==> src/rtl/serial_adder_pkg.sv <==
// Shared types and constants for the serial adder controller.
package serial_adder_pkg;
  localparam int unsigned DEF_WIDTH = 32;
  localparam int unsigned CNT_W     = $clog2(DEF_WIDTH);

  typedef enum logic [1:0] {
    IDLE = 2'd0,
    RUN  = 2'd1,
    DONE = 2'd2
  } state_t;
endpackage

==> src/rtl/Full_adder.sv <==
// Single-bit full adder used as the bit-serial datapath.
module Full_adder (
  input  logic a,
  input  logic b,
  input  logic cin,
  output logic s,
  output logic cout
);
  assign s    = a ^ b ^ cin;
  assign cout = (a & b) | (cin & (a ^ b));
endmodule

==> src/rtl/serial_add_ctrl.sv <==
// Sequencing controller: feeds operands LSB-first through one Full_adder
// over WIDTH cycles and publishes a registered sum/carry with a done pulse.
module serial_add_ctrl
  import serial_adder_pkg::*;
#(
  parameter int unsigned WIDTH = DEF_WIDTH
) (
  input  logic             clk,
  input  logic             rst_n,
  input  logic             start,
  input  logic             abort,
  input  logic [WIDTH-1:0] a,
  input  logic [WIDTH-1:0] b,
  input  logic             cin,
  output logic             busy,
  output logic             done,
  output logic [WIDTH-1:0] sum,
  output logic             cout
);
  localparam int unsigned CW = $clog2(WIDTH);

  state_t           state, state_nxt;
  logic [WIDTH-1:0] a_sr, b_sr;
  // Bit 0 of the partial-sum shift register is always discarded before the
  // final capture, so only the upper WIDTH-1 bits are kept.
  logic [WIDTH-2:0] sum_sr;
  logic [WIDTH-1:0] sum_full;
  logic [CW-1:0]    bit_cnt;
  logic             carry;
  logic             fa_s, fa_c;
  logic             load, step, fin, last;

  Full_adder u_fa (
    .a    (a_sr[0]),
    .b    (b_sr[0]),
    .cin  (carry),
    .s    (fa_s),
    .cout (fa_c)
  );

  assign sum_full = {fa_s, sum_sr};
  assign last     = (bit_cnt == CW'(WIDTH - 1));

  always_ff @(posedge clk) begin
    if (!rst_n) state <= IDLE;
    else        state <= state_nxt;
  end

  always_comb begin
    state_nxt = state;
    load      = 1'b0;
    step      = 1'b0;
    fin       = 1'b0;
    case (state)
      IDLE: begin
        if (start) begin
          load      = 1'b1;
          state_nxt = RUN;
        end
      end
      RUN: begin
        // abort wins over the final-bit exit and processes no bit
        if (abort) begin
          state_nxt = IDLE;
        end else begin
          step = 1'b1;
          if (last) begin
            fin       = 1'b1;
            state_nxt = DONE;
          end
        end
      end
      DONE:    state_nxt = IDLE;
      default: state_nxt = IDLE;
    endcase
  end

  always_ff @(posedge clk) begin
    if (!rst_n) begin
      a_sr    <= '0;
      b_sr    <= '0;
      sum_sr  <= '0;
      bit_cnt <= '0;
      carry   <= 1'b0;
      sum     <= '0;
      cout    <= 1'b0;
    end else if (load) begin
      a_sr    <= a;
      b_sr    <= b;
      sum_sr  <= '0;
      bit_cnt <= '0;
      carry   <= cin;
    end else if (step) begin
      a_sr    <= {1'b0, a_sr[WIDTH-1:1]};
      b_sr    <= {1'b0, b_sr[WIDTH-1:1]};
      sum_sr  <= sum_full[WIDTH-1:1];
      bit_cnt <= bit_cnt + CW'(1);
      carry   <= fa_c;
      if (fin) begin
        sum  <= sum_full;
        cout <= fa_c;
      end
    end
  end

  assign busy = (state == RUN);
  assign done = (state == DONE);
endmodule

==> config.mk <==
export PLATFORM = sky130hd
export DESIGN_NAME = serial_add_ctrl
export DESIGN_NICKNAME = d
export VERILOG_FILES = /design/src/rtl/serial_adder_pkg.sv /design/src/rtl/Full_adder.sv /design/src/rtl/serial_add_ctrl.sv
export SDC_FILE = /design/constraint.sdc
export NUM_CORES = 1
export LEC_CHECK = 0
export CORE_MARGIN = 1.5
export CORE_UTILIZATION = 45
export CTS_CLUSTER_SIZE = 30
export DETAILED_ROUTE_END_ITERATION = 10
export GPL_TIMING_DRIVEN = 0
export MAX_ROUTING_LAYER = met4
export PLACE_DENSITY = 0.8
export SETUP_SLACK_MARGIN = 0.15
export SLEW_MARGIN = 25
export SYNTH_ARGS = -nofsm -noshare
export SYNTH_HDL_FRONTEND = slang
export SYNTH_SLANG_ARGS = --single-unit
export TNS_END_PERCENT = 50
==> constraint.sdc <==
create_clock -name clk -period 1.9 [get_ports clk]
set_clock_uncertainty 0.2 [all_clocks]
set_input_delay 0.38 -clock clk [delete_from_list [all_inputs] [get_ports clk]]
set_output_delay 0.38 -clock clk [all_outputs]
set_load 0.02 [all_outputs]
==> results_dict.tcl, run 1 <==
set metrics [dict create \
    status "complete, but fails checks" \
    failed_checks "setup timing" \
    vias 5074 \
    fin_crit_ps 1930 \
    rows 39 \
    worst_setup_path_end_kind "flop" \
    grt_pass1_vias 5050 \
    viasPerCell 5.58 \
    timing.hold.ws_ps 220 \
    fillers 850 \
    grt_max_degree 17 \
    die_y_microns 112 \
    cp_max_fo 5 \
    initial_utilization_pct 46.4 \
    ctsRootBufferMaster "clkbuf_16" \
    rsz0062_at_grt "yes" \
    routed_wl_microns 14600 \
    gp_congestion 0.776 \
    synth_seq_cells 136 \
    drt_first_pass_iters 8 \
    cap_violations 0 \
    arrival_ps 2080 \
    setup_viol 5 \
    worstMarginPinSlew_ps 729 \
    dieArea_sq_um 12500 \
    critPathLaunchType "flop" \
    final_common_cell "dfxtp_1" \
    netlist_area_sq_um 5330 \
    grt_usage_pct 24.1 \
    synth_edf_count 0 \
    yosysSeqAreaShare_pct 51.1 \
    finalHoldViolations 0 \
    avgSynthCellArea_sq_um 8.60 \
    layout.nets 826 \
    htree_levels 4 \
    drt-initial-drc-count 339 \
    vdd_drop_max_uv 552 \
    p_leak_uw 0.00301 \
    crit_type "reg -> reg" \
    hold_buffers 0 \
    floorplan.die.width_microns 112 \
    synthCells 619 \
    antenna_left 0 \
    antenna_found_initial 0 \
    regArea_sq_um 2740 \
    io_pins 104 \
    cts_tree "yes" \
    crit_required_ps 2050 \
    core_area_sq_um 11500 \
    relSlewSlack_pct 51.4 \
    slew_viol_final 0 \
    cts.path.max_buffers 2 \
    synthArstFlopShare_pct 0 \
    drive_gt1_share_pct 18.3 \
    fmax_mhz 518 \
    post_drt_wl_per_cell_microns 16.0 \
    multi_input_area_sq_um 2600 \
    numCtsBuffers 17 \
    syn_to_final_growth_pct 44.7 \
    path_clk_slew_ps 60 \
    drc 0 \
    p_total_uw 7370 \
    dpl.hpwl_microns 9250 \
    period_share_pct 102 \
    final_cell_mix "dfxtp_1 (132), nand2_1 (101), nand3_1 (99), clkdlybuf4s50_1 (66)" \
    grt_pass1_wl_microns 23900 \
    synth_cell_types 25 \
    port_buffers 102 \
    yosys_warnings 0 \
    yosys_most_used_dff "dfxtp_1" \
    clkSinkCount 136 \
    postSynthNetCount 691 \
    p_per_area_nw_per_um2 956 \
    diodes 0 \
    hold_class "in -> reg" \
    gr-total-overflow 0 \
    fin_ws_ps -29.3 \
    clock_latency_ps 410 \
]
==> power by group <==
part	switching, uW	internal (uW)	leakage [uW]
Combinational	304	289	0.00157
Clock	1300	2480	0.000322
Sequential	55.2	2940	0.00111
==> cells by family (layout without fill, tap and decap cells) <==
kind of cell | Yosys count | count (layout) | synth area share, %
buffers and inverters | 62 | 210 | 4.68
AND/OR/NAND/NOR | 249 | 249 | 21.7
flip-flops | 136 | 136 | 51.1
XOR/XNOR | 1 | 1 | 0.165
AO/OA/AOI/OAI | 168 | 168 | 21.5
adder cells (fa/ha/maj) | 3 | 3 | 0.846
==> path summary, 6_finish.rpt <==
kind,start,to,slack (ps),cells after the start
worst min-delay path,rst_n,bit_cnt[1],220,3
worst min register to register,sum[23],sum[23],250,2
worst max-delay path,bit_cnt[0],sum[5],-30,8
worst max register to register,bit_cnt[0],sum[5],-30,8
==> layout make-up <==
type	count	share of cell area, %
inverters	1	0.0487
plain buffers	61	5.32
flip-flops and latches	136	35.5
multi-input cells	421	33.7
repair buffers	116	14.4
clock buffers	18	5.57
well taps	143	2.32
clock inverters	14	3.17
==> Yosys cell counts, drive strengths merged (2+ instances only) <==
cell type | number | area share (%)
a22oi | 61 | 8.6
a21boi | 61 | 8.6
buf | 25 | 2.1
a21oi | 39 | 3.7
ha | 2 | 0.47
nand2 | 105 | 7.4
nand3 | 130 | 12
or3b | 2 | 0.33
nor2b | 2 | 0.23
clkbuf | 36 | 2.5
dfxtp | 136 | 51
o21ai | 7 | 0.66
or3 | 2 | 0.23
and2 | 2 | 0.23
nor3b | 2 | 0.38
==> per-stage QoR <==
step           util (%)  worst slack [ps]  TNS, ps  area [sq um]  instances
2_1_floorplan         -               154        0          5360        619
4_1_cts            66.4              31.5        0          7610        908
5_1_grt            67.2             -64.7     -744          7710        910
3_5_place_dp       57.2              -499   -49900          6560        864
6_report           67.2             -29.3    -81.8          7710        910
3_3_place_gp       57.2              -463   -45170          6560        864
==> state kept, by name (all words and copies together), names as in the netlist <==
name and cells:
a_sr 32, b_sr 32, state 2, sum 32, bit_cnt 5, cout 1
carry 1, sum_sr 31
==> per-layer routing <==
layer | track usage [%] | wire length [microns] | vias up | part of all wire, %
met2 | 41.3 | 7350 | 165 | 51
met1 | 27.2 | 6110 | 2421 | 42
met4 | 7.85 | 237 | 0 | 1.6
li1 | - | - | 2466 | -
met3 | 6.42 | 854 | 22 | 5.9
met5 | - | 0 | - | 0
==> worst max-delay path, cell delays in order (launching register included) <==
cell and delay [ps]:
dfxtp_2 360, ha_4 140, and3_4 190, ha_4 130
nor4bb_4 250, clkbuf_8 250, clkbuf_16 160, nand3_2 80
nand2_1 100
==> what timing repair did <==
item	4_1_cts	5_1_grt
pin swaps	44	6
cloned	4	0
endpoints found under the setup margin	169	130
gates resized for setup	133	54
buffers inserted	8	2
(Power assumes the default switching activity.)
==> run 2: changes to the inputs <==
Settings changed: PLACE_DENSITY 0.8 to 0.77.
Clock period 1.9 ns to 2.51 ns, I/O delays scaled along.
==> run 2 against run 1 <==
  * The run now ends clean
  * Setup slack better by 310 ps
  * Sequential share of layout area increased by 2.4 points
  * Die area stayed put
  * Utilization shrank 4.6 points
  * Final area fell by 6.9%
  * Largest power group unchanged
  * Global-route usage decreased by 1.5 points
  * Via count down 4.0%
==> results_dict.tcl, run 2 (synthesis gave the netlist of run 1 again) <==
set metrics [dict create \
    die_y_microns 112 \
    relSlewSlack_pct 61.5 \
    post_drt_wl_per_cell_microns 14.6 \
    grt_max_degree 17 \
    vias 4873 \
    critPathLaunchType "flop" \
    antenna_found_initial 0 \
    finalHoldViolations 0 \
    p_per_area_nw_per_um2 749 \
    port_buffers 102 \
    diodes 0 \
    grt_pass1_wl_microns 22200 \
    reg2reg_slack_ps 330 \
    floorplan.die.width_microns 112 \
    dieArea_sq_um 12500 \
    arrival_ps 1530 \
    clkSinkCount 136 \
    p_leak_uw 0.00264 \
    rsz0062_at_grt "no" \
    initial_utilization_pct 46.4 \
    cap_violations 0 \
    numCtsBuffers 17 \
    slew_viol_final 0 \
    period_share_pct 88.9 \
    setup_viol 0 \
    top_regs "a_sr x32, b_sr x32, sum x32" \
    cts.path.max_buffers 2 \
    vdd_drop_max_uv 338 \
    dpl.hpwl_microns 9230 \
    worst_setup_path_end_kind "output pin" \
    grt_usage_pct 22.6 \
    final_common_cell "dfxtp_1" \
    gr-total-overflow 0 \
    cp_slowest_cell "dfxtp_1" \
    grt_pass1_vias 4766 \
    clock_latency_ps 420 \
    drt_first_pass_iters 5 \
    layout.nets 812 \
    cp_max_fo 8 \
    setup-tns-final_ps 0 \
    htree_levels 4 \
    ctsRootBufferMaster "clkbuf_16" \
    crit_chain "nor2b_1, dlygate4sd2_1" \
    fin_crit_ps 2230 \
    hold_buffers 0 \
    final_cell_mix "dfxtp_1 (136), nand3_1 (130), nand2_1 (104), clkdlybuf4s50_1 (100)" \
    io_pins 104 \
    p_total_uw 5380 \
    crit_required_ps 1810 \
    drive_gt1_share_pct 6.51 \
    path_clk_slew_ps 60 \
    drt-initial-drc-count 221 \
    hold_class "reg -> reg" \
    core_area_sq_um 11500 \
    crit_type "reg -> out" \
    status "finished, final reports clean" \
    cts_tree "yes" \
    routed_wl_microns 13100 \
    fmax_mhz 448 \
    syn_to_final_growth_pct 34.8 \
    drc 0 \
    gp_congestion 0.748 \
    worstMarginPinSlew_ps 577 \
    critical-path-max-stage-delay_ps 500 \
    viasPerCell 5.44 \
    antenna_left 0 \
    crit_family "flip-flops" \
    rows 39 \
    path_buf_inv 1 \
]
[run 2: cell count changes in the layout (fill, tap and decap cells not counted), sizes merged, moves of 2 or more]
cell           previous run  this run
clkbuf                   48        62
inv                       5         1
dlygate4sd2              34         2
clkdlybuf4s50            66       100
bufinv                    6         4
buf                      47        24
[run 2: cell type report]
class	instances	area, sq um
buffer	61	251
clock buffer	25	505
clock inverter	7	138
fill	995	4290
inverter	1	3.75
multi-input combinational	421	2360
sequential	136	2720
tap	143	179
timing repair buffer	102	1020
[run 2: metal layers]
metal	vias up	GRT usage [%]	part of all wire (%)
met5	-	-	0
met4	0	7.00	1.1
met3	15	7.02	5.7
met2	117	37.6	50
met1	2305	26.0	43
li1	2436	-	-
[run 2: final timing paths]
path | start | to | depth (start not counted)
setup / recovery | state[1] | done | 2
hold reg to reg | sum[13] | sum[13] | 2
hold / removal | sum[13] | sum[13] | 2
setup reg to reg | bit_cnt[0] | sum[6] | 8
[run 2: stage by stage]
stage | setup WS (ps) | util, % | area [sq um] | hold WS, ps | std cells
after floorplan | 532 | - | 5330 | 230 | 619
after global placement | -39.4 | 56.9 | 6530 | 238 | 864
after detailed placement | -115 | 56.9 | 6530 | 245 | 864
after CTS | 143 | 62.5 | 7170 | 253 | 896
after global routing | 147 | 62.6 | 7180 | 267 | 896
final | 279 | 62.6 | 7180 | 248 | 896
[run 2: where the power goes]
part	internal (uW)	total, uW	leakage [uW]	switching (uW)
logic	193	406	0.00122	213
clock network	1790	2700	0.000313	905
registers	2230	2270	0.00111	41.0
[run 2: timing repair]
action                     CTS  global route
setup buffers                0             0
pin swaps                    0             0
gates resized for setup      2             9
setup endpoints to repair    4            34
[run 2: worst min-delay path: stages, from the launching register on]
cell     delay, ps
dfxtp_1        310
nand3_1         60
nand2_1         40
==> run 3: changes to the inputs <==
--- a/config.mk
+++ b/config.mk
@@ -13,5 +13,5 @@
 export MAX_ROUTING_LAYER = met4
 export PLACE_DENSITY = 0.77
-export SETUP_SLACK_MARGIN = 0.15
+export SKIP_LAST_GASP = 1
 export SLEW_MARGIN = 25
 export SYNTH_ARGS = -nofsm -noshare
==> constraint.sdc (replaced) <==
create_clock -name clk -period 2.51 [get_ports clk]
set_clock_uncertainty 0.2 [all_clocks]
set_input_delay 0.251 -clock clk [delete_from_list [all_inputs] [get_ports clk]]
set_output_delay 0.251 -clock clk [all_outputs]
set_load 0.02 [all_outputs]
==> run 3 against run 2 <==
  * Non-clock buffer count is the same
  * Cell count unchanged
  * Critical endpoint is now sum[14]
  * Highest routed layer unchanged
  * Sequential power is essentially flat
  * Clock power barely moved
  * Combinational power about the same
  * Die area unchanged
  * Via count rose by 0.23%
==> results_dict.tcl, run 3 (synthesis gave the netlist of run 1 again) <==
set metrics [dict create \
    crit_required_ps 2670 \
    critPathLaunchType "flop" \
    cp_max_fo 10 \
    gr-total-overflow 0 \
    hold_depth 3 \
    port_buffers 102 \
    worst_setup_path_end_kind "flop" \
    relSlewSlack_pct 59.9 \
    p_per_area_nw_per_um2 749 \
    worstMarginPinSlew_ps 599 \
    arrival_ps 2430 \
    cts-resized-gates 0 \
    drive_gt1_share_pct 6.11 \
    fin_crit_ps 2270 \
    floorplan.die.width_microns 112 \
    status "finished, final reports clean" \
    syn_to_final_growth_pct 34.7 \
    reg2reg_slack_ps 240 \
    p_leak_uw 0.00263 \
    diodes 0 \
    cap_violations 0 \
    cts_tree "yes" \
    wl_met1_microns 5680 \
    dr_wl_met3_microns 723 \
    worst_hold_path.endpoint "bit_cnt[1]" \
    numCtsBuffers 17 \
    die_y_microns 112 \
    wl_met2_microns 6500 \
    rr_worst_depth 8 \
    rsz0062_at_grt "no" \
    top_regs "a_sr x32, b_sr x32, sum x32" \
    r2r_start "bit_cnt[0]" \
    grt_pass1_vias 4766 \
    final_common_cell "dfxtp_1" \
    vdd_drop_max_uv 338 \
    cts.path.max_buffers 2 \
    p_total_uw 5370 \
    ctsRootBufferMaster "clkbuf_16" \
    period_share_pct 90.4 \
    path_clk_slew_ps 60 \
    slew_viol_final 0 \
    io_pins 104 \
    grt_pass1_wl_microns 22200 \
    drt-initial-drc-count 248 \
    drt_first_pass_iters 4 \
    htree_levels 4 \
    grt_max_degree 17 \
    layout.nets 812 \
    drc 0 \
    top_layer "met4" \
    hold_class "in -> reg" \
    grt_usage_pct 22.6 \
    vias 4884 \
    routed_wl_microns 13100 \
    clock_latency_ps 420 \
    reg2reg_to "sum[14]" \
    dpl.hpwl_microns 9230 \
    crit_type "reg -> reg" \
    antenna_found_initial 0 \
    viasPerCell 5.45 \
    rows 39 \
    dieArea_sq_um 12500 \
    clkSinkCount 136 \
    final_util_pct 62.5 \
    hold_start "rst_n" \
    setup_viol 0 \
    post-cts-setup-buffers 0 \
    fmax_mhz 441 \
    final_cell_mix "dfxtp_1 (136), nand3_1 (130), nand2_1 (104), clkdlybuf4s50_1 (102)" \
    setup-tns-final_ps 0 \
    hold_buffers 0 \
    finalHoldViolations 0 \
    gp_congestion 0.748 \
    post_drt_wl_per_cell_microns 14.6 \
    antenna_left 0 \
    initial_utilization_pct 46.4 \
    core_area_sq_um 11500 \
]
## run 3: stage by stage
stage	std cells	area [sq um]	setup WS, ps	hold WS, ps
floorplan	619	5330	532	190
global placement	864	6530	181	238
detailed placement	864	6530	136	245
CTS	896	7170	143	79.7
global route	896	7170	19.0	111
finish	896	7170	241	91.0
## run 3: layout make-up
class | instances | area, sq um
Fill cell | 997 | 4300
Sequential cell | 136 | 2720
Multi-Input combinational cell | 421 | 2350
Timing Repair Buffer | 102 | 1020
Clock buffer | 25 | 505
Buffer | 61 | 248
Tap cell | 143 | 179
Clock inverter | 7 | 138
Inverter | 1 | 3.75
## run 3: how the worst max path moves through the flow
stage / from / to / slack [ps] / cells after the start
6_report: bit_cnt[0] / sum[14] / 240 / 8
5_1_grt: bit_cnt[0] / sum[15] / 20 / 8
4_1_cts: bit_cnt[0] / sum[3] / 140 / 8
3_5_place_dp: abort / sum_sr[14] / 140 / 6
3_3_place_gp: bit_cnt[0] / sum[4] / 180 / 8
2_1_floorplan: bit_cnt[0] / cout / 530 / 8
## run 3: critical path, cell delays in order, from the launching register on
cell and delay (ps):
dfxtp_1 370, ha_1 180, and3_1 160, ha_1 170, nor4bb_1 270, clkbuf_1 300
clkbuf_1 340, nand3_1 140, nand2_1 90
## run 3: where the power goes
part           leakage, uW  internal (uW)  switching (uW)
sequential         0.00111           2230            40.8
clock             0.000313           1790             898
combinational      0.00121            193             213
## run 3: routing by layer
layer	GRT usage (%)	up-vias
li1	-	2433
met1	26.0	2313
met2	37.6	121
met3	7.02	17
met4	7.00	0
met5	-	-
==> RTL change 1 (settings of run 1) <==
Encoding of `state_t`: now one-hot (3 bits for 3 states).
--- a/src/rtl/serial_adder_pkg.sv
+++ b/src/rtl/serial_adder_pkg.sv
@@ -3,10 +3,10 @@
   localparam int unsigned DEF_WIDTH = 32;
   localparam int unsigned CNT_W     = $clog2(DEF_WIDTH);
 
-  typedef enum logic [1:0] {
-    IDLE = 2'd0,
-    RUN  = 2'd1,
-    DONE = 2'd2
+  typedef enum logic [2:0] {
+    IDLE = 3'b001,
+    RUN  = 3'b010,
+    DONE = 3'b100
   } state_t;
 endpackage
 
Function: same outputs for any inputs over 10 cycles, from zero or initial values and one cycle with rst_n low; not proved beyond that.
==> RTL change 1 against run 1 <==
Routed wire length up 15%; critical path type is now primary input to register; die area down 1.5%; largest power group unchanged; the flow still finishes with violations (setup timing); sequential power about the same; sequential cell count up 1; total power down 5.0%; synthesized area down 1.5%; setup slack better by 6.0 ps; cell area up 1.9%; critical endpoint is now a_sr[27]; utilization up 1.9 points; first-iteration DRC count up 70%.
==> RTL change 1: results (changes against run 1) <==
stage;metric;value;unit;change
timing;holdWs;255;ps;+34.9 ps
global_routing;grt_first_pass_wirelength;24.3;mm;+1.6%
timing;setup_tns;-32.5;ps;+49.4 ps
worst_setup_path;r2r_setup_slack;10;ps;+40 ps
worst_setup_path;slowest_delay;560;ps;+200 ps
worst_hold_path;hold_path.class;register to register;;
global_routing;use_met2;0.397;;-0.0167
global_routing;grt_util_all_layers;0.248;;+0.00680
worst_setup_path;crit_family;buffers and inverters;;
worst_setup_path;startpoint;start;;
timing;setup_viol;2;;-3
detailed_routing;wl_met3;978;um;+15%
run_status;violations;setup timing;;
timing;layout_setup_ws;-23.3;ps;+6.04 ps
global_routing;grt_pass1_vias;5135;;+1.7%
worst_setup_path;crit_fanout;10;;+5
final_layout;drive_above_1_share;0.216;;+0.0334
worst_setup_path;rr_worst_depth;6;;-2
worst_setup_path;timing.rr.end;a_sr[21];;
global_routing;grt_util_met1;0.304;;+0.0312
synth;synth_seq_area_share;0.523;;+0.0117
pwr;ir_drop;0.734;mV;+33%
worst_hold_path;holdPathEnd;sum[20];;
detailed_routing;finalWirelength;16.7;mm;+15%
synth;synthTopCellsByArea;dfxtp_1, nand2_1, o221ai_1;;
worst_setup_path;endpoint;a_sr[27];;
final_layout;seq_area;0.00275;mm2;+0.69%
run_status;run_status;complete, but fails checks;;
placed_design;post_dp_cell_area;0.00645;mm2;-1.7%
worst_hold_path;min-delay-start;sum[20];;
timing;slew_headroom;0.673;;+0.160
detailed_routing;drtIter0Drc;577;;+70%
==> RTL change 1: cell type report <==
cell class              count  area share
clock inverters             7      0.0112
flip-flops and latches    137       0.351
inverters                   1    0.000478
repair buffers            124       0.162
well taps                 143      0.0228
multi-input cells         420       0.329
plain buffers              64      0.0588
clock buffers              25      0.0656
==> RTL change 1: worst min-delay path, stage by stage, from the launching register on <==
cell and delay [ps]:
dfxtp_1 300, nand2_1 60, o21ai_2 50
==> RTL change 1: kinds of logic (layout without fill, tap and decap cells) <==
| logic type | Yosys count | after routing | synth area share |
|---|---|---|---|
| flops | 137 | 137 | 0.523 |
| buf+inv | 65 | 221 | 0.0484 |
| compound gates | 139 | 139 | 0.178 |
| simple gates | 276 | 277 | 0.240 |
| fa+ha+maj | 3 | 3 | 0.00859 |
| xor+xnor | 1 | 1 | 0.00167 |
==> RTL change 1: stage by stage <==
| step | cells | setup WS [ps] |
|---|---|---|
| after floorplan | 621 | 121 |
| after global placement | 866 | -702 |
| after detailed placement | 866 | -754 |
| after CTS | 910 | 76.7 |
| after global routing | 921 | -50.4 |
| final | 921 | -23.3 |
==> RTL change 1: timing repair <==
action                                  in CTS  in global routing
hold buffers                                 0                  0
gates cloned                                 5                  6
endpoints found under the setup margin     171                135
pin swaps                                   17                 40
setup buffers                                7                  5
resized for setup                          182                 87
==> RTL change 1: power by group through the flow <==
| stage | combinational [uW] | clock [uW] | sequential, uW |
|---|---|---|---|
| after CTS | 612 | 3320 | 3010 |
| after floorplan | 277 | 0 | 3060 |
| final | 671 | 3320 | 3010 |
| after detailed placement | 506 | 0 | 3070 |
| after global routing | 716 | 3460 | 3020 |
| after global placement | 491 | 0 | 3060 |
==> RTL change 2 (flow settings as in run 1) <==
Made on the original files. Set the package constant `DEF_WIDTH` to 16 (it was 32).
--- a/src/rtl/serial_adder_pkg.sv
+++ b/src/rtl/serial_adder_pkg.sv
@@ -1,6 +1,6 @@
 // Shared types and constants for the serial adder controller.
 package serial_adder_pkg;
-  localparam int unsigned DEF_WIDTH = 32;
+  localparam int unsigned DEF_WIDTH = 16;
   localparam int unsigned CNT_W     = $clog2(DEF_WIDTH);
 
   typedef enum logic [1:0] {
Ports: changed (resized a, b and sum); port bits go from 104 to 56. No check against the original RTL was run, so the function may have changed too.
==> RTL change 2 against run 1 <==
Sequential power fell by 47%; routed wire length shrank 56%; synthesized area decreased by 46%; setup slack better by 70 ps; sequential cell count fell by 65; clock power decreased by 68%; total power fell by 58%; utilization shrank 4.1 points; cell area shrank 51%; largest cell class unchanged.
==> RTL change 2: results (changes against run 1) <==
stage;metric;value;unit;change
run_status;run_status;completed;;
synth;synth_mux_area_frac;0.0594;;+0.0594
clock_tree;cts_resized;31;;-77%
synth;synth_seq_area_share;0.496;;-0.0154
clock_tree;post_cts_buffers;3;;-5
final_layout;fin_nets;431;;-48%
synth;synth_common_cells;dfxtp_1, nand2_1, a21oi_1, nand3_1, clkbuf_1;;
worst_setup_path;r2r_setup_slack;140;ps;+170 ps
pwr;ir_drop;0.566;mV;+2.6%
synth;synthXorXnorAreaFrac;0.00306;;+0.00141
clock_tree;worst_skew_pair.late_latency;350;ps;-60 ps
worst_hold_path;hold_path.class;register to register;;
final_layout;multi_input_cells;223;;-47%
synth;synth_nets;362;;-48%
synth;synth_fa_ha_area_frac;0.0113;;+0.00289
placed_design;gp_congestion;0.762;;-1.9%
placed_design;post_dp_cell_area;0.00350;mm2;-47%
worst_setup_path;slowest_delay;400;ps;+40 ps
global_routing;use_met2;0.315;;-0.0986
placed_design;dpl.cell_count;452;;-48%
global_routing;grt_max_degree;12;;-5
placed_design;portBuffers;54;;-47%
placed_design;dpl.hpwl;4.46;mm;-52%
final_layout;stdcell_count;471;;-48%
global_routing;grt_util_met1;0.233;;-0.0399
detailed_routing;dr.pass1.iters;4;;-4
synth;synth_compound_area_frac;0.172;;-0.0432
==> RTL change 2: critical path, delay by kind of cell (launching register included) <==
| family | cells | cell delay [ps] |
|---|---|---|
| DFF | 1 | 400 |
| and+or+nand+nor | 1 | 210 |
| buffers and inverters | 1 | 320 |
==> RTL change 2: metrics by stage <==
step | worst slack (ps) | util | power [uW]
2_1_floorplan | 234 | - | 1790
3_5_place_dp | -372 | 0.581 | 1920
4_1_cts | 18.1 | 0.623 | 3130
6_report | 40.5 | 0.631 | 3120
3_3_place_gp | -356 | 0.581 | 1920
5_1_grt | 17.1 | 0.631 | 3250
==> RTL change 2: cells by family (layout without fill, tap and decap cells) <==
logic type | count (synthesis) | after routing
AOI/OAI and AO/OA | 72 | 72
xor gates and xnor gates | 1 | 1
adders and majority gates | 2 | 2
buffers and inverters | 29 | 102
DFF | 71 | 71
muxes | 17 | 17
and+or+nand+nor | 131 | 131
==> RTL change 2: where the power goes <==
part	internal (uW)	switching, uW	total, uW
sequential	1550	35.5	1580
combinational	167	168	335
clock	663	539	1200
